### src/rtl/bit_sync_ctrl.sv
// bit_sync_ctrl: CAN bit-synchronisation controller.
//   Detects bus idle (IDLE_BITS+1 recessive sample points), issues a hard
//   sync on the first falling edge of an idle bus, and otherwise computes an
//   SJW-limited resynchronisation from the edge phase error. At most one sync
//   is accepted per bit; the sample-point strobe re-arms it.
//
// Ports:
//   clock, reset_n         clock and asynchronous active-low reset
//   enable                 sample-point strobe, one cycle per bit
//   signal_in              sampled bus level (1 = recessive)
//   falling_edge           recessive->dominant edge strobe
//   tq_pos                 current tq index in the bit (0 = sync segment)
//   tseg1, tseg2           segment lengths in tq
//   sjw                    synchronisation jump width in tq
//   bus_idle               registered bus idle flag
//   hard_sync_request      one-cycle pulse, restart bit at sync segment
//   resync_valid           one-cycle pulse, apply resync_amount
//   resync_lengthen        1 = lengthen phase_seg1, 0 = shorten phase_seg2
//   resync_amount          tq correction, min(|phase error|, sjw)
//
// Optional feature (macro SYNC_STATS_EN):
//   hard_sync_count, resync_count  saturating 16-bit event counters

module bit_sync_ctrl #(
    parameter int unsigned IDLE_BITS = 11,
    parameter int unsigned CNT_W     = 4,
    parameter int unsigned TQ_W      = 5,
    parameter int unsigned SJW_W     = 2
) (
    input  logic             clock,
    input  logic             reset_n,
    input  logic             enable,
    input  logic             signal_in,
    input  logic             falling_edge,
    input  logic [TQ_W-1:0]  tq_pos,
    input  logic [TQ_W-1:0]  tseg1,
    input  logic [TQ_W-1:0]  tseg2,
    input  logic [SJW_W-1:0] sjw,
    output logic             bus_idle,
    output logic             hard_sync_request,
    output logic             resync_valid,
    output logic             resync_lengthen,
    output logic [TQ_W-1:0]  resync_amount
`ifdef SYNC_STATS_EN
    ,
    output logic [15:0]      hard_sync_count,
    output logic [15:0]      resync_count
`endif
);

    localparam int unsigned EXT_W = TQ_W + 1;
    localparam logic [CNT_W-1:0] IDLE_MAX = CNT_W'(IDLE_BITS);

    typedef enum logic {
        BUSY = 1'b0,
        IDLE = 1'b1
    } state_t;

    state_t            state_q, state_d;
    logic [CNT_W-1:0]  cnt_q, cnt_d;
    logic              lock_q, lock_d;
    logic              hs_d, rv_d, len_d;
    logic [TQ_W-1:0]   amt_d;

    // Phase-error arithmetic, one bit wider than the tq fields so nothing wraps
    logic [EXT_W-1:0]  p_ext, seg1_ext, seg_end, sjw_ext, early_err;
    logic [EXT_W-1:0]  late_amt, early_amt;
    logic              is_late, is_early;

    assign p_ext     = EXT_W'(tq_pos);
    assign seg1_ext  = EXT_W'(tseg1);
    assign seg_end   = seg1_ext + EXT_W'(tseg2);
    assign sjw_ext   = EXT_W'(sjw);
    assign early_err = seg_end + EXT_W'(1) - p_ext;
    assign late_amt  = (p_ext < sjw_ext) ? p_ext : sjw_ext;
    assign early_amt = (early_err < sjw_ext) ? early_err : sjw_ext;
    assign is_late   = (p_ext != '0) && (p_ext <= seg1_ext);
    assign is_early  = (p_ext > seg1_ext) && (p_ext <= seg_end);

    // Next-state and next-output logic; edges see the pre-update state/lock
    always_comb begin
        state_d = state_q;
        cnt_d   = cnt_q;
        lock_d  = lock_q;
        hs_d    = 1'b0;
        rv_d    = 1'b0;
        len_d   = resync_lengthen;
        amt_d   = resync_amount;

        if (enable) begin
            if (signal_in) begin
                if (cnt_q == IDLE_MAX) begin
                    state_d = IDLE;
                end else begin
                    cnt_d = cnt_q + CNT_W'(1);
                end
            end else begin
                cnt_d   = '0;
                state_d = BUSY;
            end
        end

        if (falling_edge) begin
            if (state_q == IDLE) begin
                hs_d    = 1'b1;
                state_d = BUSY;
                cnt_d   = '0;
                lock_d  = 1'b1;
            end else if (!lock_q) begin
                if (is_late) begin
                    rv_d   = 1'b1;
                    len_d  = 1'b1;
                    amt_d  = TQ_W'(late_amt);
                    lock_d = 1'b1;
                end else if (is_early) begin
                    rv_d   = 1'b1;
                    len_d  = 1'b0;
                    amt_d  = TQ_W'(early_amt);
                    lock_d = 1'b1;
                end
            end
        end

        // Sample point re-arms synchronisation after any same-cycle edge
        if (enable) begin
            lock_d = 1'b0;
        end
    end

    // State and registered outputs
    always_ff @(posedge clock or negedge reset_n) begin
        if (!reset_n) begin
            state_q           <= BUSY;
            cnt_q             <= '0;
            lock_q            <= 1'b0;
            bus_idle          <= 1'b0;
            hard_sync_request <= 1'b0;
            resync_valid      <= 1'b0;
            resync_lengthen   <= 1'b0;
            resync_amount     <= '0;
        end else begin
            state_q           <= state_d;
            cnt_q             <= cnt_d;
            lock_q            <= lock_d;
            bus_idle          <= (state_d == IDLE);
            hard_sync_request <= hs_d;
            resync_valid      <= rv_d;
            resync_lengthen   <= len_d;
            resync_amount     <= amt_d;
        end
    end

`ifdef SYNC_STATS_EN
    // Saturating event counters, updated together with their pulses
    always_ff @(posedge clock or negedge reset_n) begin
        if (!reset_n) begin
            hard_sync_count <= '0;
            resync_count    <= '0;
        end else begin
            if (hs_d && (hard_sync_count != 16'hFFFF)) begin
                hard_sync_count <= hard_sync_count + 16'd1;
            end
            if (rv_d && (resync_count != 16'hFFFF)) begin
                resync_count <= resync_count + 16'd1;
            end
        end
    end
`endif

endmodule

### config.mk
export PLATFORM = sky130hd
export DESIGN_NAME = bit_sync_ctrl
export DESIGN_NICKNAME = d
export VERILOG_FILES = /design/src/rtl/bit_sync_ctrl.sv
export SDC_FILE = /design/constraint.sdc
export NUM_CORES = 1
export LEC_CHECK = 0
export CORE_AREA = 2 2 47 70
export DETAILED_ROUTE_END_ITERATION = 8
export DIE_AREA = 0 0 49 72
export DONT_BUFFER_PORTS = 1
export GPL_ROUTABILITY_DRIVEN = 0
export MAX_ROUTING_LAYER = met4
export PLACE_DENSITY = 0.66
export SYNTH_ARGS = -nofsm -noshare
export SYNTH_HDL_FRONTEND = slang
export SYNTH_SLANG_ARGS = --single-unit
### constraint.sdc
create_clock -name clock -period 4.3 [get_ports clock]
set_clock_uncertainty 0.15 [all_clocks]
set_input_delay 0.645 -clock clock [delete_from_list [all_inputs] [get_ports clock]]
set_output_delay 0.645 -clock clock [all_outputs]
set_load 0.01 [all_outputs]
==> flow_summary.json <==
{
  "slew_headroom": 0.575,
  "route.vias.total": 1078,
  "grt_pass1_vias": 1108,
  "startpoint_type": "input port",
  "htreeDepth": 1,
  "synth-compound-area-share": 0.194,
  "syn_inst": 152,
  "synth_edf_count": 0,
  "ys_types": 38,
  "syn-num-nets": 204,
  "ir_drop_mv": 0.128,
  "cp.arrival_ns": 3.88,
  "cts-root-buf": "clkbuf_8",
  "pin_count": 31,
  "total_power_mw": 0.503,
  "initialDrtViolationCount": 30,
  "die-area_um2": 3530,
  "end_kind": "flop",
  "worstMarginPinSlew_ns": 0.636,
  "hpwl_um": 2410,
  "power.density_nw_per_um2": 335,
  "static-leakage-power_nw": 0.774,
  "post-cts-setup-buffers": 0,
  "drc": 0,
  "insertion_delay_ns": 0.24,
  "diodes": 0,
  "cts_tree": "yes",
  "maxSlewViolCount": 0,
  "synth_warnings": 0,
  "fin_crit_sh": 0.908,
  "port_buffers": 0,
  "drv_cap": 0,
  "layout-drive-gt1-share": 0.0897,
  "ant_nets": 0,
  "start_util": 0.478,
  "synth_area_um2": 1390,
  "grt-ovfl-total": 0,
  "hp-class": "in -> reg",
  "grt_max_degree": 15,
  "cp.required_ns": 4.27,
  "clkTransAtPathRegs_ns": 0.06,
  "hold_viol": 0,
  "ys.flop_type": "dfrtp_1",
  "path_max_fanout": 3,
  "ys_ff_latch": 14,
  "vias_per_cell": 5.53,
  "clockBufferDepth": 2,
  "yosys.area_share.simple": 0.140,
  "fmax_ghz": 0.256,
  "post-route-min-period_ns": 3.90,
  "synthMuxAreaShare": 0.0234,
  "ctsResizeCount": 0,
  "core_area_um2": 2910,
  "fin_util": 0.515,
  "status": "complete, no violations",
  "wl_per_cell_um": 14.1,
  "wl_um": 2760,
  "setup_violations": 0,
  "syn_to_final_growth_pct": 7.91,
  "synth-adder-area-share": 0.281,
  "fin_nets": 209,
  "grt_pass1_wl_um": 4770,
  "grt_antenna_before_repair": 0,
  "hold_ws_ns": 0.310,
  "dieHeight_um": 72,
  "dr.pass1.iters": 4,
  "cts_made_buffers": 3,
  "yosysSeqAreaShare": 0.252,
  "clock-sinks": 14,
  "die_w_um": 49,
  "synthArstFlopShare": 1.00,
  "crit_type": "in -> reg",
  "synthXorXnorAreaFrac": 0.0504,
  "synth_top_family_by_area": "adder cells",
  "synth_area_per_cell_um2": 9.15,
  "rsz0062_at_grt": "no",
  "gr-usage-all-layers": 0.177,
  "rows": 24,
  "finalSetupTns_ns": 0
}
## Yosys cell counts (all sizes together) (2+ instances only)
library cell,instances,area (um2)
ha,28,350
inv,20,75.1
dfrtp,14,350
a21oi,11,62.6
nor2,8,30.0
nand2,6,22.5
nor3,6,30.0
a21o,5,37.5
and2,5,31.3
nand3,5,25.0
xor2,5,43.8
nor2b,4,25.0
o211ai,4,40.0
o21ai,4,23.8
xnor2,3,26.3
a21boi,2,15.0
a221o,2,20.0
fa,2,40.0
mux2,2,22.5
nand2b,2,12.5
o21a,2,15.0
## metrics by stage
stage / instances / setup slack, ns / area [um2]
2_1_floorplan: 152 / 0.334 / 1390
6_report: 195 / 0.396 / 1500
3_3_place_gp: 190 / 0.239 / 1440
5_1_grt: 195 / 0.255 / 1500
4_1_cts: 195 / 0.402 / 1500
3_5_place_dp: 190 / 0.167 / 1440
## cells in the final DEF (no fill, tap or decap), types with 2 or more instances in the layout
cell	instances
nor2_1	8
xor2_1	5
clkbuf_8	4
and2_1	5
o211ai_1	2
o211ai_2	2
nand2b_1	2
mux2_1	2
o21ai_1	2
a21boi_1	2
fa_1	2
dfrtp_1	14
inv_2	3
a21oi_1	9
inv_1	17
ha_1	28
nor3_1	6
o21a_1	2
nor2b_1	4
a21o_1	5
nand3_1	5
a21oi_2	2
nand2_1	6
a221o_1	2
xnor2_1	3
## worst paths after layout
path                       cells past startpoint      from          endpoint  slack [ns]
setup / recovery                              13  tseg1[0]  resync_amount[1]        0.40
hold / removal                                 1    enable            lock_q        0.31
setup reg to reg                               5   state_q  resync_amount[0]        2.33
hold reg to reg                                2    lock_q            lock_q        0.36
max in group asynchronous                      1   reset_n  resync_amount[0]        2.90
min in group asynchronous                      1   reset_n          cnt_q[3]        0.70
## worst max-delay path, stage by stage
cell and delay (ns):
ha_1 0.22, inv_1 0.08, fa_1 0.44, ha_1 0.33, inv_1 0.05, ha_1 0.22
fa_1 0.41, xor2_1 0.18, a2111oi_2 0.37, o211ai_2 0.14, a21oi_2 0.16, mux2_1 0.35
a221o_1 0.29
## logic make-up (layout without fill, tap and decap cells)
group | Yosys count | after routing
DFF | 14 | 14
buffers and inverters | 22 | 26
and+or+nand+nor | 39 | 39
muxes | 3 | 3
adders and majority gates | 30 | 30
AOI/OAI and AO/OA | 36 | 36
xor gates and xnor gates | 8 | 8
## state kept, by name, indices dropped and copies added, names as in the netlist
signal / cells
hard_sync_request: 1
resync_lengthen: 1
cnt_q: 4
lock_q: 1
state_q: 1
resync_valid: 1
resync_amount: 5
## what timing repair did
item                                   CTS  global route
endpoints found under the hold margin   14             0
hold buffers                             1             0
setup endpoints to repair                0             0
## cell type report
class / instances / area, um2
well taps: 39 / 48.8
fillers: 283 / 1410
clock buffers: 4 / 55.1
inverters: 21 / 78.8
flip-flops and latches: 14 / 350
multi-input cells: 116 / 958
repair buffers: 1 / 10.0
## power by group
group          internal (mW)  total [mW]  switching [mW]
clock                 0.0809       0.124          0.0433
combinational         0.0941       0.207           0.112
sequential             0.152       0.172          0.0206
## routing by layer
layer | share of wire | routed length (um) | global-route usage
met1 | 0.38 | 1040 | 0.181
met4 | 0 | 0 | 0.0571
met2 | 0.57 | 1570 | 0.335
met3 | 0.056 | 154 | 0.0350
met5 | 0 | 0 | -
No activity file was read; power rests on OpenSTA's default activity.
